--- config.mk ---
export PLATFORM = sky130hd
export DESIGN_NAME = tlb_ctrl_flat
export DESIGN_NICKNAME = d
export VERILOG_FILES = /design/src/rtl/tlb_pkg.sv /design/src/rtl/tlb_req_if.sv /design/src/rtl/tlb_fill_ctr.sv /design/src/rtl/tlb_ctrl.sv /design/src/flat_wrapper.sv
export SDC_FILE = /design/constraint.sdc
export NUM_CORES = 1
export LEC_CHECK = 0
export BUFFER_PORTS_ARGS = -buffer_cell sky130_fd_sc_hd__buf_2
export CELL_PAD_IN_SITES_DETAIL_PLACEMENT = 1
export CELL_PAD_IN_SITES_GLOBAL_PLACEMENT = 2
export CORE_UTILIZATION = 25
export CTS_CLUSTER_DIAMETER = 80
export DETAILED_ROUTE_END_ITERATION = 10
export HOLD_SLACK_MARGIN = 0.08
export PLACE_DENSITY_LB_ADDON = 0.1
export SYNTH_ARGS = -nofsm -noshare
export SYNTH_HDL_FRONTEND = slang
export SYNTH_HIERARCHICAL = 1
export SYNTH_SLANG_ARGS = --single-unit
export TNS_END_PERCENT = 5
--- constraint.sdc ---
create_clock -name clk -period 2.6 [get_ports clk]
set_clock_uncertainty 0.1 [all_clocks]
set_input_delay 0.39 -clock clk [delete_from_list [all_inputs] [get_ports clk]]
set_output_delay 0.39 -clock clk [all_outputs]
set_load 0.005 [all_outputs]
--- src/rtl/tlb_pkg.sv ---
// TLB controller shared types: op codes, entry layout, FSM states.
// Imported by the request interface, the fill counter and tlb_ctrl.
package tlb_pkg;

    localparam int TLBNUM_DEF = 16;
    localparam int IDXW       = $clog2(TLBNUM_DEF);

    localparam int VPPN_W = 19;
    localparam int ASID_W = 10;
    localparam int PS_W   = 6;
    localparam int PPN_W  = 20;
    localparam int INVOP_W = 5;

    localparam logic [2:0] OP_SRCH = 3'd0;
    localparam logic [2:0] OP_RD   = 3'd1;
    localparam logic [2:0] OP_WR   = 3'd2;
    localparam logic [2:0] OP_FILL = 3'd3;
    localparam logic [2:0] OP_INV  = 3'd4;

    localparam logic [INVOP_W-1:0] INV_OP_MAX = 5'd6;

    // 89 bits, e is the MSB
    typedef struct packed {
        logic              e;
        logic [VPPN_W-1:0] vppn;
        logic [PS_W-1:0]   ps;
        logic [ASID_W-1:0] asid;
        logic              g;
        logic [PPN_W-1:0]  ppn0;
        logic [1:0]        plv0;
        logic [1:0]        mat0;
        logic              d0;
        logic              v0;
        logic [PPN_W-1:0]  ppn1;
        logic [1:0]        plv1;
        logic [1:0]        mat1;
        logic              d1;
        logic              v1;
    } tlb_entry_t;

    typedef enum logic [1:0] {
        S_IDLE,
        S_ISSUE,
        S_RESP
    } state_e;

    function automatic logic op_err(input logic [2:0] op,
                                    input logic [INVOP_W-1:0] inv_op);
        return (op > OP_INV) || ((op == OP_INV) && (inv_op > INV_OP_MAX));
    endfunction

endpackage

--- src/rtl/tlb_req_if.sv ---
// Request/response handshake between a requester and tlb_ctrl.
// master: requester side; slave: tlb_ctrl side.
interface tlb_req_if
    import tlb_pkg::*;
#(
    parameter int TLBNUM = TLBNUM_DEF
) ();
    localparam int IW = $clog2(TLBNUM);

    logic               req_valid;
    logic               req_ready;
    logic [2:0]         req_op;
    logic [IW-1:0]      req_index;
    tlb_entry_t         req_entry;
    logic [INVOP_W-1:0] req_inv_op;
    logic [ASID_W-1:0]  req_asid;
    logic [VPPN_W-1:0]  req_vppn;

    logic               resp_valid;
    logic [2:0]         resp_op;
    logic               resp_err;
    logic               resp_found;
    logic [IW-1:0]      resp_index;
    tlb_entry_t         resp_entry;

    modport master (
        output req_valid, req_op, req_index, req_entry,
        output req_inv_op, req_asid, req_vppn,
        input  req_ready,
        input  resp_valid, resp_op, resp_err, resp_found,
        input  resp_index, resp_entry
    );

    modport slave (
        input  req_valid, req_op, req_index, req_entry,
        input  req_inv_op, req_asid, req_vppn,
        output req_ready,
        output resp_valid, resp_op, resp_err, resp_found,
        output resp_index, resp_entry
    );

endinterface

--- src/rtl/tlb_fill_ctr.sv ---
// Free-running fill index counter, wraps TLBNUM-1 -> 0.
// Ports: clk, resetn, cnt (current fill index).
module tlb_fill_ctr
    import tlb_pkg::*;
#(
    parameter int TLBNUM = TLBNUM_DEF,
    localparam int IW = $clog2(TLBNUM)
) (
    input  logic          clk,
    input  logic          resetn,
    output logic [IW-1:0] cnt
);
    logic [IW-1:0] cnt_q, cnt_d;

    always_comb begin
        cnt_d = (cnt_q == IW'(TLBNUM - 1)) ? '0 : cnt_q + 1'b1;
    end

    always_ff @(posedge clk or negedge resetn) begin
        if (!resetn) cnt_q <= '0;
        else         cnt_q <= cnt_d;
    end

    assign cnt = cnt_q;

endmodule

--- src/rtl/tlb_ctrl.sv ---
// TLB op sequencer: IDLE -> ISSUE -> RESP for SRCH/RD/WR/FILL/INV.
// Ports: clk, resetn, req (slave), TLB search/read/write/inv ports, cancel.
module tlb_ctrl
    import tlb_pkg::*;
#(
    parameter int TLBNUM = TLBNUM_DEF,
    localparam int IW = $clog2(TLBNUM)
) (
    input  logic               clk,
    input  logic               resetn,
    tlb_req_if.slave           req,
    output logic [VPPN_W-1:0]  tlb_s_vppn,
    output logic [ASID_W-1:0]  tlb_s_asid,
    input  logic               tlb_s_found,
    input  logic [IW-1:0]      tlb_s_index,
    output logic [IW-1:0]      tlb_r_index,
    input  tlb_entry_t         tlb_r_entry,
    output logic               tlb_we,
    output logic [IW-1:0]      tlb_w_index,
    output tlb_entry_t         tlb_w_entry,
    output logic               tlb_inv_valid,
    output logic [INVOP_W-1:0] tlb_inv_op,
    input  logic               cancel
);
    state_e             state_q, state_d;
    logic [2:0]         op_q, op_d;
    logic               err_q, err_d;
    logic [IW-1:0]      idx_q, idx_d;
    logic [IW-1:0]      widx_q, widx_d;
    tlb_entry_t         entry_q, entry_d;
    logic [INVOP_W-1:0] inv_op_q, inv_op_d;
    logic [ASID_W-1:0]  asid_q, asid_d;
    logic [VPPN_W-1:0]  vppn_q, vppn_d;

    logic               rvalid_q, rvalid_d;
    logic [2:0]         rop_q, rop_d;
    logic               rerr_q, rerr_d;
    logic               rfound_q, rfound_d;
    logic [IW-1:0]      ridx_q, ridx_d;
    tlb_entry_t         rentry_q, rentry_d;

    logic [IW-1:0]      fill_cnt;
    logic               issue;

    tlb_fill_ctr #(.TLBNUM(TLBNUM)) u_fill (
        .clk    (clk),
        .resetn (resetn),
        .cnt    (fill_cnt)
    );

    always_comb begin
        state_d  = state_q;
        op_d     = op_q;
        err_d    = err_q;
        idx_d    = idx_q;
        widx_d   = widx_q;
        entry_d  = entry_q;
        inv_op_d = inv_op_q;
        asid_d   = asid_q;
        vppn_d   = vppn_q;
        rvalid_d = 1'b0;
        rop_d    = rop_q;
        rerr_d   = rerr_q;
        rfound_d = rfound_q;
        ridx_d   = ridx_q;
        rentry_d = rentry_q;
        unique case (state_q)
            S_IDLE: begin
                if (req.req_valid) begin
                    state_d  = S_ISSUE;
                    op_d     = req.req_op;
                    err_d    = op_err(req.req_op, req.req_inv_op);
                    idx_d    = req.req_index;
                    // FILL targets the counter value seen at acceptance
                    widx_d   = (req.req_op == OP_FILL) ? fill_cnt
                                                       : req.req_index;
                    entry_d  = req.req_entry;
                    inv_op_d = req.req_inv_op;
                    asid_d   = req.req_asid;
                    vppn_d   = req.req_vppn;
                end
            end
            S_ISSUE: begin
                if (cancel) begin
                    state_d = S_IDLE;
                end else begin
                    state_d  = S_RESP;
                    rvalid_d = 1'b1;
                    rop_d    = err_q ? 3'd0 : op_q;
                    rerr_d   = err_q;
                    rfound_d = 1'b0;
                    ridx_d   = '0;
                    rentry_d = '0;
                    if (!err_q) begin
                        case (op_q)
                            OP_SRCH: begin
                                rfound_d = tlb_s_found;
                                ridx_d   = tlb_s_found ? tlb_s_index : '0;
                            end
                            OP_RD: begin
                                rfound_d = tlb_r_entry.e;
                                rentry_d = tlb_r_entry.e ? tlb_r_entry : '0;
                            end
                            OP_FILL: ridx_d = widx_q;
                            default: ;
                        endcase
                    end
                end
            end
            S_RESP:  state_d = S_IDLE;
            default: state_d = S_IDLE;
        endcase
    end

    always_ff @(posedge clk or negedge resetn) begin
        if (!resetn) begin
            state_q  <= S_IDLE;
            op_q     <= '0;
            err_q    <= 1'b0;
            idx_q    <= '0;
            widx_q   <= '0;
            entry_q  <= '0;
            inv_op_q <= '0;
            asid_q   <= '0;
            vppn_q   <= '0;
            rvalid_q <= 1'b0;
            rop_q    <= '0;
            rerr_q   <= 1'b0;
            rfound_q <= 1'b0;
            ridx_q   <= '0;
            rentry_q <= '0;
        end else begin
            state_q  <= state_d;
            op_q     <= op_d;
            err_q    <= err_d;
            idx_q    <= idx_d;
            widx_q   <= widx_d;
            entry_q  <= entry_d;
            inv_op_q <= inv_op_d;
            asid_q   <= asid_d;
            vppn_q   <= vppn_d;
            rvalid_q <= rvalid_d;
            rop_q    <= rop_d;
            rerr_q   <= rerr_d;
            rfound_q <= rfound_d;
            ridx_q   <= ridx_d;
            rentry_q <= rentry_d;
        end
    end

    // cancel gates the strobes combinationally within ISSUE
    assign issue = (state_q == S_ISSUE) && !err_q && !cancel;

    assign tlb_we        = issue && ((op_q == OP_WR) || (op_q == OP_FILL));
    assign tlb_inv_valid = issue && (op_q == OP_INV);
    assign tlb_s_vppn    = vppn_q;
    assign tlb_s_asid    = asid_q;
    assign tlb_r_index   = idx_q;
    assign tlb_w_index   = widx_q;
    assign tlb_w_entry   = entry_q;
    assign tlb_inv_op    = inv_op_q;

    assign req.req_ready  = (state_q == S_IDLE);
    assign req.resp_valid = rvalid_q;
    assign req.resp_op    = rop_q;
    assign req.resp_err   = rerr_q;
    assign req.resp_found = rfound_q;
    assign req.resp_index = ridx_q;
    assign req.resp_entry = rentry_q;

endmodule

--- src/flat_wrapper.sv ---
// flat-port wrapper written by rule: the top's interface ports become plain ports
module tlb_ctrl_flat import tlb_pkg::*;
#(
    parameter int TLBNUM = TLBNUM_DEF,
    localparam int IW = $clog2(TLBNUM)
)
  (clk, resetn, tlb_s_vppn, tlb_s_asid, tlb_s_found, tlb_s_index, tlb_r_index, tlb_r_entry, tlb_we, tlb_w_index, tlb_w_entry, tlb_inv_valid, tlb_inv_op, cancel, req_req_valid, req_req_op, req_req_index, req_req_entry, req_req_inv_op, req_req_asid, req_req_vppn, req_req_ready, req_resp_valid, req_resp_op, req_resp_err, req_resp_found, req_resp_index, req_resp_entry);
  tlb_req_if #(.TLBNUM(TLBNUM)) req_i ();
  input  logic clk;
  input  logic resetn;
  output logic [VPPN_W-1:0] tlb_s_vppn;
  output logic [ASID_W-1:0] tlb_s_asid;
  input  logic tlb_s_found;
  input  logic [IW-1:0] tlb_s_index;
  output logic [IW-1:0] tlb_r_index;
  input  tlb_entry_t tlb_r_entry;
  output logic tlb_we;
  output logic [IW-1:0] tlb_w_index;
  output tlb_entry_t tlb_w_entry;
  output logic tlb_inv_valid;
  output logic [INVOP_W-1:0] tlb_inv_op;
  input  logic cancel;
  input wire logic [$bits(req_i.req_valid)-1:0] req_req_valid;
  input wire logic [$bits(req_i.req_op)-1:0] req_req_op;
  input wire logic [$bits(req_i.req_index)-1:0] req_req_index;
  input wire logic [$bits(req_i.req_entry)-1:0] req_req_entry;
  input wire logic [$bits(req_i.req_inv_op)-1:0] req_req_inv_op;
  input wire logic [$bits(req_i.req_asid)-1:0] req_req_asid;
  input wire logic [$bits(req_i.req_vppn)-1:0] req_req_vppn;
  output wire logic [$bits(req_i.req_ready)-1:0] req_req_ready;
  output wire logic [$bits(req_i.resp_valid)-1:0] req_resp_valid;
  output wire logic [$bits(req_i.resp_op)-1:0] req_resp_op;
  output wire logic [$bits(req_i.resp_err)-1:0] req_resp_err;
  output wire logic [$bits(req_i.resp_found)-1:0] req_resp_found;
  output wire logic [$bits(req_i.resp_index)-1:0] req_resp_index;
  output wire logic [$bits(req_i.resp_entry)-1:0] req_resp_entry;
  assign req_i.req_valid = req_req_valid;
  assign req_i.req_op = req_req_op;
  assign req_i.req_index = req_req_index;
  assign req_i.req_entry = req_req_entry;
  assign req_i.req_inv_op = req_req_inv_op;
  assign req_i.req_asid = req_req_asid;
  assign req_i.req_vppn = req_req_vppn;
  assign req_req_ready = req_i.req_ready;
  assign req_resp_valid = req_i.resp_valid;
  assign req_resp_op = req_i.resp_op;
  assign req_resp_err = req_i.resp_err;
  assign req_resp_found = req_i.resp_found;
  assign req_resp_index = req_i.resp_index;
  assign req_resp_entry = req_i.resp_entry;
  tlb_ctrl #(.TLBNUM(TLBNUM)) u_core (.clk(clk), .resetn(resetn), .req(req_i), .tlb_s_vppn(tlb_s_vppn), .tlb_s_asid(tlb_s_asid), .tlb_s_found(tlb_s_found), .tlb_s_index(tlb_s_index), .tlb_r_index(tlb_r_index), .tlb_r_entry(tlb_r_entry), .tlb_we(tlb_we), .tlb_w_index(tlb_w_index), .tlb_w_entry(tlb_w_entry), .tlb_inv_valid(tlb_inv_valid), .tlb_inv_op(tlb_inv_op), .cancel(cancel));
endmodule
# Word level (Yosys, flattened, before mapping)
# Cells that the tools add are included.
[op_classes]
add_sub_neg = 1
order_cmp = 2
eq_ne = 9
n_mux = 16
n_bitwise = 1
reduce_logical = 13
[ops]
columns = ["op", "count"]
rows = [
  ["89-bit two-way mux", 3],
  ["4-bit two-way mux", 4],
  ["3-bit by 2-bit == test with 1-bit output, second input constant", 3],
  ["4-bit one-hot mux with 2 select lines", 1],
  ["3-bit == test, second input constant", 2],
  ["5-bit by 3-bit > comparator with 1-bit output, second input constant", 1],
  ["1-bit logical AND", 5],
  ["4-bit by 1-bit adder with 4-bit output, second input constant", 1],
  ["4-bit == test, second input constant", 1],
  ["2-bit two-way mux", 2],
  ["2-bit one-hot mux with 2 select lines", 1],
  ["2-bit AND reduction", 2],
  ["3-bit by 1-bit == test with 1-bit output, second input constant", 1],
  ["3-bit > comparator, second input constant", 1],
  ["3-bit zero test", 1],
  ["1-bit two-way mux", 3],
  ["3-bit two-way mux", 1],
  ["2-bit by 1-bit == test with 1-bit output, second input constant", 1],
  ["1-bit zero test", 2],
  ["2-bit zero test", 1],
  ["1-bit logical OR", 2],
  ["2-bit != test, second input constant", 1],
  ["1-bit one-hot mux with 2 select lines", 1],
  ["1-bit inverter", 1],
]
[word_totals]
regBits = 240
out_inout_bits = 233
wordCells = 86

# Depth between registers and ports, before layout
# Gate-level depths: netlist of the first run.
[logic_depth]
depth_word = 4
depth_mapped = 6
ltp_nobuf = 4

# Modules after synthesis
# The synthesis of the first run kept the hierarchy.
[modules_own_cells]
columns = ["mod", "instances", "cells_per_inst", "area_per_inst_um2", "seq_area_each_um2"]
rows = [
  ["tlb_ctrl", 1, 736, 9049.9, 5905.7],
  ["tlb_fill_ctr", 1, 12, 163.9, 100.1],
]

# Worst setup path before layout of the first run
# OpenSTA, ideal clock, no wires.
[synth_timing]
kind = "input to output"
startpoint = "input port cancel"
endpoint = "output port tlb_we"
arrival_time_ns = 1.341
required_time_ns = 2.110
path_slack_ns = 0.769
path_stages = 6
cell_sequence = "or3b_1 -> buf_2 -> inv_4 -> buf_6 -> nand3_2 -> nor2_1"
[synth_via]
elab_chain_cells = 3
[synth_lines]
columns = ["item", "line", "source"]
rows = [
  ["start: declaration", "flat_wrapper.sv:22", "input logic cancel;"],
  ["1-bit zero test", "tlb_ctrl.sv:152", "assign issue = (state_q == S_ISSUE) && !err_q && !cancel;"],
  ["1-bit logical AND", "tlb_ctrl.sv:152", ""],
  ["1-bit logical AND", "tlb_ctrl.sv:154", "assign tlb_we = issue && ((op_q == OP_WR) || (op_q == OP_FILL));"],
  ["end: declaration", "flat_wrapper.sv:17", "output logic tlb_we;"],
]
# No other way between the ends.

# Worst setup path after layout of the first run
[layout_timing]
startpoint = "register u_core.state_q[1]"
endpoint = "output port tlb_inv_valid"
[layout_via]
elab_chain_cells = 4
[layout_lines]
columns = ["item", "line", "source"]
rows = [
  ["start: declaration", "tlb_ctrl.sv:25", "state_e state_q, state_d;"],
  ["start signal: assignment", "tlb_ctrl.sv:133", "state_q <= state_d;"],
  ["2-bit by 1-bit == test with 1-bit output", "tlb_ctrl.sv:152", ""],
  ["1-bit logical AND (2 in a row)", "tlb_ctrl.sv:152", ""],
  ["1-bit logical AND", "tlb_ctrl.sv:155", "assign tlb_inv_valid = issue && (op_q == OP_INV);"],
  ["end: declaration", "flat_wrapper.sv:20", "output logic tlb_inv_valid;"],
]
# No other way between the ends.

==> reports/results.ini, run 1 <==
[critical_path]
cp.required_ps = 2110
cp-start-kind = flip-flop
crit_buf_inv = 1
critPathTopFamily = simple AND/OR/NAND/NOR gates
crit_fanout = 4
cp_slowest_cell = or3b_4
cp-endpoint = tlb_inv_valid
reg2regPathDepth = 3
critPathCaptureType = primary output
crit_type = flip-flop to primary output
slowest_delay_ps = 430
r2r_slack_ps = 730
cp.arrival_ps = 2000
timing.rr.end = u_core/tlb_s_asid[4]$_DFFE_PN0P_
crit_cells = 3
worstSetupStartpoint = u_core/state_q[1]$_DFFE_PN0P_
crit_chain = or3b_4, nor4_1, buf_2
r2r_start = u_core/state_q[1]$_DFFE_PN0P_

[yosys]
ys_seq_area_frac = 0.652
avgSynthCellArea_um2 = 12.3
ys_ff_latch = 240
ys_types = 32
synth_cells = 748
netlist_area_mm2 = 0.00921
synth_fp_nets = 977
synth_warnings = 6

[pwr]
p_clk_frac = 0.378
p_per_area_mw_per_mm2 = 696
switchingPower_mw = 2.84
peakVddDrop_uv = 491
p_comb_frac = 0.196
intPower_mw = 7.84
p_leak_nw = 7.45
p_seq_frac = 0.426
switching_share = 0.265

[detailed_routing]
viasPerCell = 4.30
route.met3.wl_um = 2600
drc = 0
finalWirelength_um = 33800
ant_nets = 0
met2WireLength_um = 16600
met1_length_um = 13800
dr.pass1.iters = 4
wl_per_cell_um = 17.6
drtIter0Drc = 264
top_layer = met4
dr_total_vias = 8269

[grt]
grtUsageTotal = 0.178
grt_pass1_wl_um = 53500
grt_max_degree = 90
grt_overflow = 0
antenna_found_initial = 2
grt_pass1_vias = 9091

[layout]
final_area_mm2 = 0.0153
area_delta_synth_final_pct = 66.5
drive_gt1_frac = 0.450
nets = 1669

[floorplanning]
ios = 461
row_count = 69
die_w_um = 194
core_area_mm2 = 0.0359
start_util = 0.257
die_h_um = 194
dieArea_mm2 = 0.0376

[clock_network]
post_cts_buffers = 0
cts.sinks = 240
insertion_delay_ps = 550
path_clk_slew_ps = 60
cts_buffer_depth = 3
cts_buffers = 30
cts_root_buffer = clkbuf_16
cts_resized = 0
tritoncts = yes
htreeDepth = 1

[timing]
setup_violations = 0
slew_viol_final = 0
timing.final.ws_setup_ps = 107
max_clock_freq_mhz = 401
setup_tns_ps = 0
rsz0062_at_grt = no
max_slew_margin = 0.523
fin_crit_ps = 2490
hold_viol_final = 0
min_period_over_period = 0.959
worstMarginPinSlew_ps = 716

[outcome]
status = completed

[place]
preCtsSetupSlack_ps = 547
port_buffers = 460
dp_hpwl_um = 23400
place_area_mm2 = 0.0122
gp_congestion = 0.742

[min_path]
hp-class = primary input to flip-flop

[run]
drv_cap = 0

[kinds of logic (layout without fill, tap and decap cells)]
group                    Yosys count  after routing  share of synthesized area
AND/OR/NAND/NOR                  210            210                     0.0910
flip-flops                       240            240                      0.652
XOR/XNOR                           1              1                   0.000951
AO/OA/AOI/OAI                    113            113                     0.0642
buffers and inverters             51            765                     0.0299
adder cells (fa/ha/maj)            1              1                    0.00136
other                              0              2                          0
multiplexers                     132            132                      0.161
[Yosys cell counts]
library cell | number | area share
dfrtp_1 | 240 | 0.65
nand2_1 | 192 | 0.078
mux2_2 | 128 | 0.16
o21ai_0 | 95 | 0.052
buf_4 | 15 | 0.012
clkbuf_1 | 15 | 0.0061
buf_2 | 14 | 0.0076
nor2_1 | 6 | 0.0024
inv_1 | 5 | 0.0020
o21ai_1 | 5 | 0.0027
a21oi_1 | 4 | 0.0022
a32oi_1 | 4 | 0.0038
mux2i_1 | 4 | 0.0043
a31oi_1 | 2 | 0.0014
and2_1 | 2 | 0.0014
a311o_1 | 1 | 0.0011
and2b_2 | 1 | 0.00095
and4b_1 | 1 | 0.0011
buf_6 | 1 | 0.0012
ha_1 | 1 | 0.0014
inv_4 | 1 | 0.00068
nand3_2 | 1 | 0.0011
nand3b_1 | 1 | 0.00082
nor2b_1 | 1 | 0.00068
nor3_1 | 1 | 0.00054
nor3b_2 | 1 | 0.0014
nor4_1 | 1 | 0.00068
o22ai_1 | 1 | 0.00068
o31ai_1 | 1 | 0.00082
or3b_1 | 1 | 0.00095
or4_1 | 1 | 0.00082
xor2_1 | 1 | 0.00095
[final cells by class]
type / count / area (µm²)
sequential: 240 / 6010
clock buffer: 48 / 890
tap: 461 / 577
antenna: 2 / 5.00
multi-input combinational: 457 / 2940
clock inverter: 6 / 58.8
inverter: 6 / 25.0
timing repair buffer: 705 / 4830
fill: 4069 / 20600
[power groups by stage]
| stage | Clock (mW) | Sequential [mW] | Combinational, mW |
|---|---|---|---|
| after floorplan | 0 | 4.65 | 0.698 |
| after global placement | 0 | 4.59 | 1.85 |
| after detailed placement | 0 | 4.61 | 1.85 |
| after CTS | 4.20 | 4.56 | 2.13 |
| after global routing | 4.31 | 4.63 | 2.30 |
| final | 4.04 | 4.55 | 2.09 |
[state kept, by name (all words and copies together) (netlist names), 2 cells and up]
register and flops:
u_core/op_q 3, u_core/req.resp_entry 89, u_core/req.resp_index 4, u_core/req.resp_op 3
u_core/state_q 2, u_core/tlb_inv_op 5, u_core/tlb_r_index 4, u_core/tlb_s_asid 10
u_core/tlb_s_vppn 19, u_core/tlb_w_entry 89, u_core/tlb_w_index 4, u_core/u_fill/cnt 4
[worst reg2reg max path: stages (launching register included)]
cell     delay, ps
dfrtp_1        420
nor3b_4        510
buf_12         320
mux2_2         410
[how the worst min path moves through the flow]
| stage | from | to | slack, ps | depth (start not counted) |
|---|---|---|---|---|
| finish | tlb_r_entry[88] | u_core/req.resp_found$_DFFE_PN0P_ | 230 | 4 |
| global route | req_req_valid | u_core/state_q[0]$_DFFE_PN0P_ | 250 | 3 |
| CTS | tlb_r_entry[88] | u_core/req.resp_found$_DFFE_PN0P_ | 200 | 4 |
| detailed placement | resetn | u_core/req.resp_entry[29]$_DFFE_PN0P_ | 350 | 1 |
| global placement | resetn | u_core/req.resp_entry[51]$_DFFE_PN0P_ | 350 | 1 |
| floorplan | resetn | u_core/err_q$_DFFE_PN0P_ | -6 | 0 |
[repair_timing]
item / CTS / global route
setup endpoints to repair: 0 / 0
endpoints found under the hold margin: 296 / 0
hold buffers: 223 / 0
[per-layer routing]
metal	vias to the layer above	track usage
met1	4021	0.213
met4	0	0.0488
met3	43	0.0576
met2	292	0.307
li1	3913	-
met5	-	0
[cell usage in the layout, fill, tap and decap left out, types with 2 or more instances in the layout]
master,instances
dlygate4sd3_1,223
clkbuf_8,5
inv_1,5
nand2_1,191
buf_2,459
diode_2,2
buf_12,10
a32oi_1,4
o21ai_0,95
mux2_2,128
mux2i_1,4
nor2_1,6
and2_1,2
dfrtp_1,240
clkinv_2,4
o21ai_1,5
clkbuf_1,12
clkbuf_16,31
a31oi_1,2
a21oi_1,4
buf_4,12
[stage by stage]
| step | hold slack, ps | power [mW] | utilization | cells |
|---|---|---|---|---|
| finish | 229 | 10.7 | 0.427 | 1925 |
| global route | 253 | 11.2 | 0.427 | 1925 |
| CTS | 204 | 10.9 | 0.427 | 1923 |
| detailed placement | 350 | 6.47 | 0.338 | 1646 |
| global placement | 354 | 6.44 | 0.338 | 1646 |
| floorplan | -5.59 | 5.34 | - | 748 |
Power figures use the tool's default switching activity.
==> run 2, diff against run 1 <==
--- a/config.mk
+++ b/config.mk
@@ -8,10 +8,11 @@
 export BUFFER_PORTS_ARGS = -buffer_cell sky130_fd_sc_hd__buf_2
 export CELL_PAD_IN_SITES_DETAIL_PLACEMENT = 1
 export CELL_PAD_IN_SITES_GLOBAL_PLACEMENT = 2
-export CORE_UTILIZATION = 25
+export CORE_UTILIZATION = 30
 export CTS_CLUSTER_DIAMETER = 80
 export DETAILED_ROUTE_END_ITERATION = 10
 export HOLD_SLACK_MARGIN = 0.08
+export MAX_ROUTING_LAYER = met4
 export PLACE_DENSITY_LB_ADDON = 0.1
 export SYNTH_ARGS = -nofsm -noshare
 export SYNTH_HDL_FRONTEND = slang
==> run 2 against run 1 <==
  * Sequential share of layout area increased by 0.39 points
  * First-iteration DRC count shrank 6.1%
  * Combinational power about the same
  * Non-clock buffer count decreased by 6
  * Final cell count decreased by 4.0%
  * Register-to-register slack lost 160 ps
  * Critical path type unchanged
==> reports/results.ini, run 2 (same netlist as run 1, synthesis figures left out) <==
[outcome]
status = completed

[layout]
drive_gt1_frac = 0.448  ; -0.00196
area_delta_synth_final_pct = 64.9
final_area_mm2 = 0.0152  ; -0.98%
layout_common_cells = buf_2 (459), dfrtp_1 (240), dlygate4sd3_1 (224)
fin_util = 0.507  ; +0.0800
stdcell_count = 1848  ; -4.0%
layout.cells.most_common = buf_2
nets = 1662  ; -0.42%

[timing]
hold_viol_final = 0  ; unchanged
setup_violations = 0  ; unchanged
setup_tns_ps = 0  ; unchanged
slew_viol_final = 0  ; unchanged
max_slew_margin = 0.524  ; +0.000888
rsz0062_at_grt = no
fin_crit_ps = 2440  ; -56.1 ps
worstMarginPinSlew_ps = 714  ; -1.33 ps
max_clock_freq_mhz = 410  ; +2.3%
min_period_over_period = 0.937  ; -0.0216

[floorplanning]
row_count = 63  ; -8.7%
die_h_um = 177  ; -8.6%
dieArea_mm2 = 0.0314  ; -17%
ios = 461  ; unchanged
die_w_um = 177  ; -8.6%
core_area_mm2 = 0.0300  ; -17%
start_util = 0.308  ; +0.0511

[place]
dp_hpwl_um = 22700  ; -3.0%
place_area_mm2 = 0.0120  ; -1.5%
port_buffers = 460  ; unchanged
place_inst = 1568  ; -4.7%
gp_congestion = 0.775  ; +4.5%

[grt]
grt_pass1_wl_um = 51800  ; -3.2%
grtUsageTotal = 0.219  ; +0.0400
grt_max_degree = 77  ; -14%
grt_pass1_vias = 9268  ; +1.9%
antenna_found_initial = 3  ; +1
grt_overflow = 0  ; unchanged

[min_path]
hp-class = primary input to flip-flop

[clock_network]
insertion_delay_ps = 540  ; about the same
cts_root_buffer = clkbuf_16
tritoncts = yes
htreeDepth = 1  ; unchanged
cts_buffers = 29  ; -3.3%
cts_resized = 0  ; unchanged
post_cts_buffers = 0  ; unchanged
postCtsHoldBufs = 224  ; +0.45%
cts.sinks = 240  ; unchanged
path_clk_slew_ps = 60  ; about the same
cts_buffer_depth = 3  ; unchanged

[detailed_routing]
drtIter0Drc = 248  ; -6.1%
finalWirelength_um = 34000  ; +0.72%
dr_total_vias = 8267  ; -0.024%
viasPerCell = 4.47  ; +4.1%
route.met3.wl_um = 2300  ; -12%
met2WireLength_um = 17100  ; +3.5%
met1_length_um = 13400  ; -3.2%
drc = 0  ; unchanged
ant_nets = 0  ; unchanged
dr.pass1.iters = 4  ; unchanged
wl_per_cell_um = 18.4  ; +4.9%
top_layer = met4

[critical_path]
r2r_slack_ps = 570  ; -160 ps
crit_type = flip-flop to primary output
slowest_delay_ps = 420  ; about the same
cp.arrival_ps = 1950  ; -50 ps
reg2regPathDepth = 5  ; +2
crit_chain = or3b_4, inv_4, nand3_2, nor2_1, buf_2
worstSetupStartpoint = u_core/state_q[1]$_DFFE_PN0P_
cp-start-kind = flip-flop
cp-endpoint = tlb_we
cp_slowest_cell = dfrtp_1
crit_fanout = 14  ; +10
timing.rr.end = u_core/req.resp_entry[47]$_DFFE_PN0P_
critPathCaptureType = primary output
cp.required_ps = 2110  ; about the same
r2r_start = u_core/state_q[1]$_DFFE_PN0P_

[pwr]
peakVddDrop_uv = 492  ; about the same
p_leak_nw = 7.42  ; -0.44%
power_mw = 10.8  ; +0.70%
p_per_area_mw_per_mm2 = 708  ; +1.7%

[run]
drv_cap = 0  ; unchanged

-- run 2: through the flow --
| stage | setup slack, ps | hold WS (ps) |
|---|---|---|
| final | 163 | 133 |
| after detailed placement | 566 | 295 |
| after global placement | 595 | 301 |
| after CTS | 67.6 | 111 |
| after global routing | 73.5 | 146 |
| after floorplan | 769 | -5.59 |
-- run 2: worst max-delay path: cells and delay by family, from the launching register on --
kind	cells	cell delay (ps)
flip-flops	1	420
AND/OR/NAND/NOR	3	690
buffers and inverters	2	300
-- run 2: report_power, final --
part	switching, mW	internal (mW)
registers	0.290	4.27
logic	0.958	1.14
clock network	1.58	2.52
total	2.83	7.93
-- run 2: worst min path at each step --
stage	slack, ps	cells past startpoint	start	endpoint
2_1_floorplan	-6	0	resetn	u_core/err_q$_DFFE_PN0P_
3_3_place_gp	300	1	resetn	u_core/req.resp_entry[44]$_DFFE_PN0P_
3_5_place_dp	290	1	resetn	u_core/req.resp_entry[44]$_DFFE_PN0P_
4_1_cts	110	3	cancel	u_core/req.resp_valid$_DFF_PN0_
5_1_grt	150	3	cancel	u_core/req.resp_valid$_DFF_PN0_
6_report	130	3	cancel	u_core/req.resp_valid$_DFF_PN0_
-- run 2: routing by layer --
metal / vias to the layer above / global-route usage
met3: 63 / 0.0515
met4: 0 / 0.0748
met5: - / -
met2: 317 / 0.372
met1: 3985 / 0.251
li1: 3902 / -
-- run 2: final cells by class --
type / count / area (µm²)
diodes: 3 / 7.51
clock buffers: 45 / 846
clock inverters: 8 / 119
fillers: 3326 / 14800
inverters: 6 / 25.0
multi-input cells: 457 / 2940
flip-flops and latches: 240 / 6010
well taps: 390 / 488
repair buffers: 699 / 4750
